--- src/rtl/dmem_arbiter_pkg.sv ---
// Shared definitions for the data-memory arbiter: state encoding and
// default bus widths.
package dmem_arbiter_pkg;

    localparam int unsigned ADDR_W_DEF = 32;
    localparam int unsigned DATA_W_DEF = 32;

    // S_CPU: CPU owns the port, host may be granted.
    // S_ACK: host completion cycle, CPU guaranteed the port.
    typedef enum logic {
        S_CPU = 1'b0,
        S_ACK = 1'b1
    } arb_state_e;

endpackage

--- src/rtl/dmem_port_mux.sv ---
// Combinational 2:1 selection of the DMEM request between CPU and host.
// Ports:
//   sel_host            - 1 selects the host request
//   cpu_* / host_*      - the two requester buses
//   mux_ena/r/w/addr/wdata - selected DMEM request
module dmem_port_mux
    import dmem_arbiter_pkg::*;
#(
    parameter int unsigned ADDR_W = ADDR_W_DEF,
    parameter int unsigned DATA_W = DATA_W_DEF
) (
    input  logic              sel_host,
    input  logic              cpu_ena,
    input  logic              cpu_r,
    input  logic              cpu_w,
    input  logic [ADDR_W-1:0] cpu_addr,
    input  logic [DATA_W-1:0] cpu_wdata,
    input  logic              host_we,
    input  logic [ADDR_W-1:0] host_addr,
    input  logic [DATA_W-1:0] host_wdata,
    output logic              mux_ena,
    output logic              mux_r,
    output logic              mux_w,
    output logic [ADDR_W-1:0] mux_addr,
    output logic [DATA_W-1:0] mux_wdata
);

    // Host access is always a full enable with exactly one strobe.
    always_comb begin
        mux_ena   = cpu_ena;
        mux_r     = cpu_r;
        mux_w     = cpu_w;
        mux_addr  = cpu_addr;
        mux_wdata = cpu_wdata;
        if (sel_host) begin
            mux_ena   = 1'b1;
            mux_r     = ~host_we;
            mux_w     = host_we;
            mux_addr  = host_addr;
            mux_wdata = host_wdata;
        end
    end

endmodule

--- src/rtl/dmem_arbiter.sv ---
// Shares one data-memory port between the CPU (priority) and a host/debug
// port. A waiting host is granted after at most MAX_WAIT lost cycles; the
// CPU is stalled in the host's grant cycle and guaranteed the following one.
// Ports:
//   clk, rst            - clock, asynchronous active-low reset
//   cpu_*               - CPU DMEM request; cpu_rdata/cpu_stall back to CPU
//   host_*              - host request/handshake; host_ack/host_rdata registered
//   dm_*                - DMEM port
module dmem_arbiter
    import dmem_arbiter_pkg::*;
#(
    parameter int unsigned ADDR_W   = ADDR_W_DEF,
    parameter int unsigned DATA_W   = DATA_W_DEF,
    parameter int unsigned MAX_WAIT = 3,
    parameter int unsigned CNT_W    = 4
) (
    input  logic              clk,
    input  logic              rst,
    input  logic              cpu_ena,
    input  logic              cpu_r,
    input  logic              cpu_w,
    input  logic [ADDR_W-1:0] cpu_addr,
    input  logic [DATA_W-1:0] cpu_wdata,
    output logic [DATA_W-1:0] cpu_rdata,
    output logic              cpu_stall,
    input  logic              host_req,
    input  logic              host_we,
    input  logic [ADDR_W-1:0] host_addr,
    input  logic [DATA_W-1:0] host_wdata,
    output logic              host_ack,
    output logic [DATA_W-1:0] host_rdata,
    output logic              dm_ena,
    output logic              dm_r,
    output logic              dm_w,
    output logic [ADDR_W-1:0] dm_addr,
    output logic [DATA_W-1:0] dm_wdata,
    input  logic [DATA_W-1:0] dm_rdata
);

    arb_state_e        state_q, state_d;
    logic [CNT_W-1:0]  wait_cnt_q, wait_cnt_d;
    logic              host_ack_q, host_ack_d;
    logic [DATA_W-1:0] host_rdata_q, host_rdata_d;

    logic              wait_full_c;
    logic              host_gnt_c;
    logic              mux_ena, mux_r, mux_w;

    assign wait_full_c = (wait_cnt_q == CNT_W'(MAX_WAIT));
    assign host_gnt_c  = host_req & (state_q == S_CPU) & (~cpu_ena | wait_full_c);

    dmem_port_mux #(
        .ADDR_W (ADDR_W),
        .DATA_W (DATA_W)
    ) u_mux (
        .sel_host   (host_gnt_c),
        .cpu_ena    (cpu_ena),
        .cpu_r      (cpu_r),
        .cpu_w      (cpu_w),
        .cpu_addr   (cpu_addr),
        .cpu_wdata  (cpu_wdata),
        .host_we    (host_we),
        .host_addr  (host_addr),
        .host_wdata (host_wdata),
        .mux_ena    (mux_ena),
        .mux_r      (mux_r),
        .mux_w      (mux_w),
        .mux_addr   (dm_addr),
        .mux_wdata  (dm_wdata)
    );

    // Strobes are killed while reset is asserted so no write slips through.
    assign dm_ena     = mux_ena & rst;
    assign dm_r       = mux_r & rst;
    assign dm_w       = mux_w & rst;
    assign cpu_stall  = host_gnt_c & cpu_ena & rst;
    assign cpu_rdata  = dm_rdata;
    assign host_ack   = host_ack_q;
    assign host_rdata = host_rdata_q;

    // Next-state, wait counter and host response.
    always_comb begin
        state_d      = state_q;
        wait_cnt_d   = wait_cnt_q;
        host_ack_d   = 1'b0;
        host_rdata_d = host_rdata_q;
        unique case (state_q)
            S_CPU: begin
                if (host_gnt_c) begin
                    state_d    = S_ACK;
                    host_ack_d = 1'b1;
                    wait_cnt_d = '0;
                    if (!host_we) begin
                        host_rdata_d = dm_rdata;
                    end
                end else if (host_req) begin
                    if (!wait_full_c) begin
                        wait_cnt_d = wait_cnt_q + CNT_W'(1);
                    end
                end else begin
                    wait_cnt_d = '0;
                end
            end
            S_ACK: begin
                state_d = S_CPU;
                if (!host_req) begin
                    wait_cnt_d = '0;
                end
            end
            default: begin
                state_d = S_CPU;
            end
        endcase
    end

    // State and response registers.
    always_ff @(posedge clk or negedge rst) begin
        if (!rst) begin
            state_q      <= S_CPU;
            wait_cnt_q   <= '0;
            host_ack_q   <= 1'b0;
            host_rdata_q <= '0;
        end else begin
            state_q      <= state_d;
            wait_cnt_q   <= wait_cnt_d;
            host_ack_q   <= host_ack_d;
            host_rdata_q <= host_rdata_d;
        end
    end

endmodule
--- config.mk ---
export PLATFORM = sky130hd
export DESIGN_NAME = dmem_arbiter
export DESIGN_NICKNAME = d
export VERILOG_FILES = /design/src/rtl/dmem_arbiter_pkg.sv /design/src/rtl/dmem_port_mux.sv /design/src/rtl/dmem_arbiter.sv
export SDC_FILE = /design/constraint.sdc
export NUM_CORES = 1
export LEC_CHECK = 0
export ABC_AREA = 1
export BUFFER_PORTS_ARGS = -buffer_cell sky130_fd_sc_hd__buf_4
export CAP_MARGIN = 20
export CORE_AREA = 4 4 114 116
export CTS_CLUSTER_SIZE = 25
export DETAILED_ROUTE_END_ITERATION = 12
export DIE_AREA = 0 0 118 120
export PLACE_DENSITY = 0.61
export RECOVER_POWER = 50
export SYNTH_ARGS = -nofsm -noshare
export SYNTH_HDL_FRONTEND = slang
export SYNTH_SLANG_ARGS = --single-unit
--- constraint.sdc ---
create_clock -name clk -period 1.95 [get_ports clk]
set_input_delay 0.39 -clock clk [delete_from_list [all_inputs] [get_ports clk]]
set_output_delay 0.39 -clock clk [all_outputs]
set_load 0.03 [all_outputs]
**Word-level counts from Yosys, hierarchy flattened**

Cells that the tools add are included.
Widths: inputs -> output; s select.

- Add/sub/neg operators: 1
- Muxes and demuxes: 13
- Reduce and logical (&&, ||, !) cells: 2
- Bitwise logic cells: 11
- Equal/unequal tests: 3

Operators by type and width:

| cell | count |
|---|---|
| $mux 32 | 2 |
| $mux 4 | 4 |
| $pmux 4 s2 | 1 |
| $and 1x1->1 | 7 |
| $mux 1 | 5 |
| $add 4x1->4 const B | 1 |
| $eq 4x2->1 const B | 1 |
| $ne 4x4->1 const B | 1 |
| $not 1->1 | 3 |
| $reduce_and 3->1 | 1 |
| $ne 2x2->1 const B | 1 |
| $pmux 1 s2 | 1 |
| $reduce_and 2->1 | 1 |
| $or 1x1->1 | 1 |

- Input port bits: 167
- Word-level logic and storage cells: 34
- Output and inout port bits: 133
- Flip-flop bits (word level): 38

**Longest topological paths before layout**

- Depth in word-level cells: 5
- Depth in mapped cells: 9
- Gate-level depth less buffers: 7

**By module**

Synthesis repeated with hierarchy kept, for this count alone.

- Cell total of the unflattened synthesis: 429
- Area total of the unflattened synthesis: 2,748.9 µm²

Modules (own cells, without submodules):

| module | area each (µm²) | seq. area each (µm²) | cells an instance | instances |
|---|---|---|---|---|
| dmem_arbiter | 1,876.8 | 925.9 | 213 | 1 |
| dmem_port_mux | 872.1 | 0.0 | 216 | 1 |

**Least setup slack after synthesis**

No wires, ideal clock.

- Kind: register -> output
- From: register, netlist name host_ack
- To: output port cpu_stall
- Stages on the path, launching flop included: 5
- Path slack: -56 ps
- Arrival: 1,616 ps
- Buffers on the path: 1
- Data required time: 1,560 ps
- Path through: dfrtp_1 > nor2_4 > nand2_2 > buf_2 > nor3_1

RTL lines:

| element | RTL line | text |
|---|---|---|
| end: declaration | dmem_arbiter.sv:25 | `output logic cpu_stall,` |

**Worst setup path after layout**

- From: register wait_cnt_q[1]
- To: output port dm_addr[18]

- Word-level cells in the longest chain between the ends: 4

Ends and longest elaborated chain:

| element | RTL line | text |
|---|---|---|
| start: declaration | dmem_arbiter.sv:41 | `logic [CNT_W-1:0] wait_cnt_q, wait_cnt_d;` |
| start signal: assignment | dmem_arbiter.sv:125 | `wait_cnt_q <= wait_cnt_d;` |
| $eq 4x2->1 | dmem_arbiter.sv:49 | `assign wait_full_c = (wait_cnt_q == CNT_W'(MAX_WAIT));` |
| $or 1x1->1 | dmem_arbiter.sv:50 | `assign host_gnt_c = host_req & (state_q == S_CPU) & (~cpu_ena \| wait_full_c);` |
| $and 1x1->1 | dmem_arbiter.sv:50 |  |
| $mux 32 | dmem_port_mux.sv:35 | `if (sel_host) begin` |
| end: declaration | dmem_arbiter.sv:35 | `output logic [ADDR_W-1:0] dm_addr,` |

No other way between the ends.

==> reports/results.txt <==
The flow ran to the end, but the final reports show violations. The checks that failed: negative setup slack. The shortest period the worst path allows came out at 2.150 ns.

After synthesis, the cell types taking the most area are dfrtp_1, nand2_1, buf_4, inv_1, buf_6. The async set-or-reset flop fraction in the synthesized netlist came out at 1.000. X dimension of the die: 118 um. The beginning of the critical path is wait_cnt_q[1]. The clock slew seen by the registers of the worst setup and hold paths was 0.06 ns. The fraction of synthesized cell area taken by the top area cell type was 0.3492; the number of detailed-routing iterations run before antenna repair was 5. After detailed routing, the average wire length per cell comes to 15.43 um.

Dividing the detail-routed via count by the number of cells gives 4.262. The number of cells produced by synthesis came out at 414. The effective utilization at floorplan is 0.2226. For the worst setup path, the data required time is 1.56 ns. The number of antenna diodes in the final layout is 0. The clock net in this run drives a total of 37 sinks.

The cell accounting for the most synthesized area was dfrtp_1. For the worst-skew pair, the clock arrives at the later sink with an insertion delay of 0.27 ns. The total track usage came out at 0.1623. TritonCTS built the clock tree. The class of the most critical setup path was flip-flop to primary output. For the HPWL after detailed placement, the log shows 9505 um. The number of clock buffers added by TritonCTS is 5. The worst min-delay path startpoint was dm_rdata[18].

The area growth from synthesis to layout is 107.4%. By count the netlist is led by nand2_1, inv_1, buf_4, dfrtp_1, o21ai_0. The clock arrives with 0.004025 ns of skew.

The net count of the finished layout is 857. For the reg-to-reg setup timing slack, the log shows 0.24 ns. The number of buffers and inverters on the critical path works out to 4. Critical path endpoint category: a primary output.

The number of input and output port buffers inserted works out to 299. The total count of max-transition violations in the final report was 0. The cell that appears most often on the critical path is nand2_2. The tools report the post-detailed-route count of antenna-violating nets as 0.

The initial antenna violation count is 0. Across the run, the number of max-cap violations was 0. The first-pass GRT wire length is 18460 um, and the weighted congestion reported at the end of routability-driven placement is 0.9191. At the pin with the least slew margin, the transition time is 1.477 ns. The maximum number of pins on one net before global-route repair is 51. The run gives 0.4650 GHz as the peak clock frequency supported by timing. The post-layout worst setup margin is -0.2004 ns. The logs give 2651 um^2 for the combined area of all synthesized cells and 12920 um for the final wirelength. Distinct cell type count after synthesis: 20.

The critical path goes through ha_2 -> nand2_2 -> nand2_2 -> nand2_4 -> buf_8 -> buf_12 -> clkbuf_16 -> nand2_2 -> nand2_2 -> buf_6. In this run the worst path has a maximum fanout of 6. Dividing total power by cell area gives a power density of 771.4 nW/um^2.

The logs give 3.131 nW for the static leakage power and 0 for the total overflow reported by the global router. The floorplan has 40 rows. The clock passes through at most 2 buffers. On the worst path, the slowest cell contributes a delay of 0.38 ns. The run gives 0.01521 as the worst slew margin relative to its limit.

The via count of the first global-routing pass came out at 3494. The completed layout was analyzed and its total power is 0.004242 W. The worst flop-to-flop path endpoint is host_rdata[10]. The min-delay analysis places its worst path in the category primary input to flip-flop. The run gives 1.76 ns as the arrival time of data at the critical path endpoint. The sequential area share after synthesis is 0.3492. The first routing iteration left 182 violations. The cell with the most instances after synthesis is nand2_1. For this run, the number of Yosys warnings is 0.

The number of remaining DRC errors came out at 0. The floorplan step defined a die boundary enclosing 14160 um^2. The endpoint of the worst setup timing path is dm_addr[18]. The worst setup path is launched from a flip-flop. Counting flops and latches in the post-synthesis netlist gives 37. The number of nets handed over by synthesis was 582. VDD sags by at most 448.1 uV. For this run, the leading register cell type out of synthesis is dfrtp_1. The cell count along the critical path works out to 10. The worst reg2reg path depth is 7, and the share of the clock period used by the worst path after layout is 1.103. The H-tree depth reported by CTS is 2.

The number of synthesized flops with an enable pin came out at 0. The tools report the clock tree root driver cell as clkbuf_16. The fraction of final layout cells sized beyond drive strength 1 came out at 0.5058.

Among cell families on the critical path, the largest total delay comes from buffers and inverters. Setup violations remaining at the end of the flow were counted as 66. Setup repair after global routing could not meet its margin everywhere. For this design, the slowest cell found on the critical path is dfrtp_1. The number of I/O pins was 300; the post-synthesis average cell area was 6.404 um^2.

Count of endpoints failing hold in the final timing report: 0. In this run the vertical extent of the chip is 120 um. For the core footprint, the log shows 11910 um^2. The worst register-to-register path begins at wait_cnt_q[1]. The routed layout has 3567 vias.

The run gives 0.4617 as the final standard cell utilization of the core.
-- cells in the final DEF, fill, tap and decap left out --
| master | instances |
|---|---|
| clkinv_2 | 1 |
| inv_1 | 38 |
| ha_2 | 1 |
| o21a_1 | 1 |
| nor2_2 | 1 |
| nand3_1 | 3 |
| dlygate4sd3_1 | 1 |
| buf_6 | 55 |
| clkbuf_1 | 35 |
| buf_4 | 217 |
| dfrtp_1 | 37 |
| buf_12 | 5 |
| buf_16 | 4 |
| nor3_2 | 1 |
| nand2_1 | 186 |
| nand2_2 | 36 |
| o21ai_1 | 16 |
| a21oi_1 | 2 |
| nor2_4 | 1 |
| nand2_4 | 14 |
| inv_4 | 1 |
| bufinv_16 | 2 |
| clkbuf_16 | 8 |
| nand3_2 | 1 |
| o21ai_0 | 17 |
| buf_8 | 1 |
| xor2_1 | 2 |
| nor2_1 | 3 |
-- final cells by class --
| class | instances | area, um^2 |
|---|---|---|
| clock buffer | 5 | 125.1 |
| clock inverter | 3 | 65.06 |
| fill | 1217 | 6412 |
| inverter | 39 | 148.9 |
| multi-input combinational | 285 | 1360 |
| sequential | 37 | 925.9 |
| tap | 147 | 183.9 |
| timing repair buffer | 321 | 2690 |
-- tightest hold or removal path: cells and delay by family --
kind                   cells  cell delay (ns)
AOI/OAI and AO/OA          1             0.06
buffers and inverters      2             0.15
-- stage by stage --
step,worst slack [ns],instance area [um^2],setup TNS (ns),std cells,hold WS [ns]
5_1_grt,-0.2741,5499,-14.77,837,0.3693
2_1_floorplan,0.05124,2656,0,414,0.09441
6_report,-0.2004,5499,-8.754,837,0.3661
3_3_place_gp,0.07077,4756,0,814,0.2419
4_1_cts,-0.1751,5505,-8.445,835,0.1885
3_5_place_dp,0.01378,4756,0,814,0.2441
-- worst min path at each step --
stage                endpoint  slack (ns)  depth (start not counted)
2_1_floorplan        host_ack        0.09                          0
3_3_place_gp   host_rdata[13]        0.24                          1
3_5_place_dp    wait_cnt_q[2]        0.24                          1
4_1_cts        host_rdata[14]        0.19                          2
5_1_grt        host_rdata[15]        0.37                          3
6_report       host_rdata[18]        0.37                          3
-- state kept, by name, summed over array words and instances (netlist names) --
signal	count
host_ack	1
host_rdata	32
wait_cnt_q	4
-- per-layer routing --
layer	up-vias	routed length (um)	GRT usage
met4	0	173	0.02784
met3	14	1075	0.05090
met1	1628	4876	0.1880
li1	1754	-	-
met5	-	0	0
met2	171	6793	0.2972
-- what timing repair did --
action                                  in CTS  in global routing
hold buffers                                 1                  0
pin swaps                                   12                 14
endpoints found under the hold margin        9                  0
cloned                                       5                  3
buffers inserted                             8                  0
endpoints found under the setup margin      67                 67
gates resized for setup                    102                 25
-- power by group --
group,internal (W),switching [W]
sequential,0.000937,0.0000962
clock,0.000730,0.000295
combinational,0.000930,0.00125
-- logic make-up after synthesis --
logic type               count (synthesis)  synth area share
adder cells (fa/ha/maj)                  1          0.004718
XOR/XNOR                                 2          0.006608
buffers and inverters                   92            0.2133
AND/OR/NAND/NOR                        246            0.3572
AO/OA/AOI/OAI                           36           0.06890
flip-flops                              37            0.3492
Power figures use the tool's default switching activity.
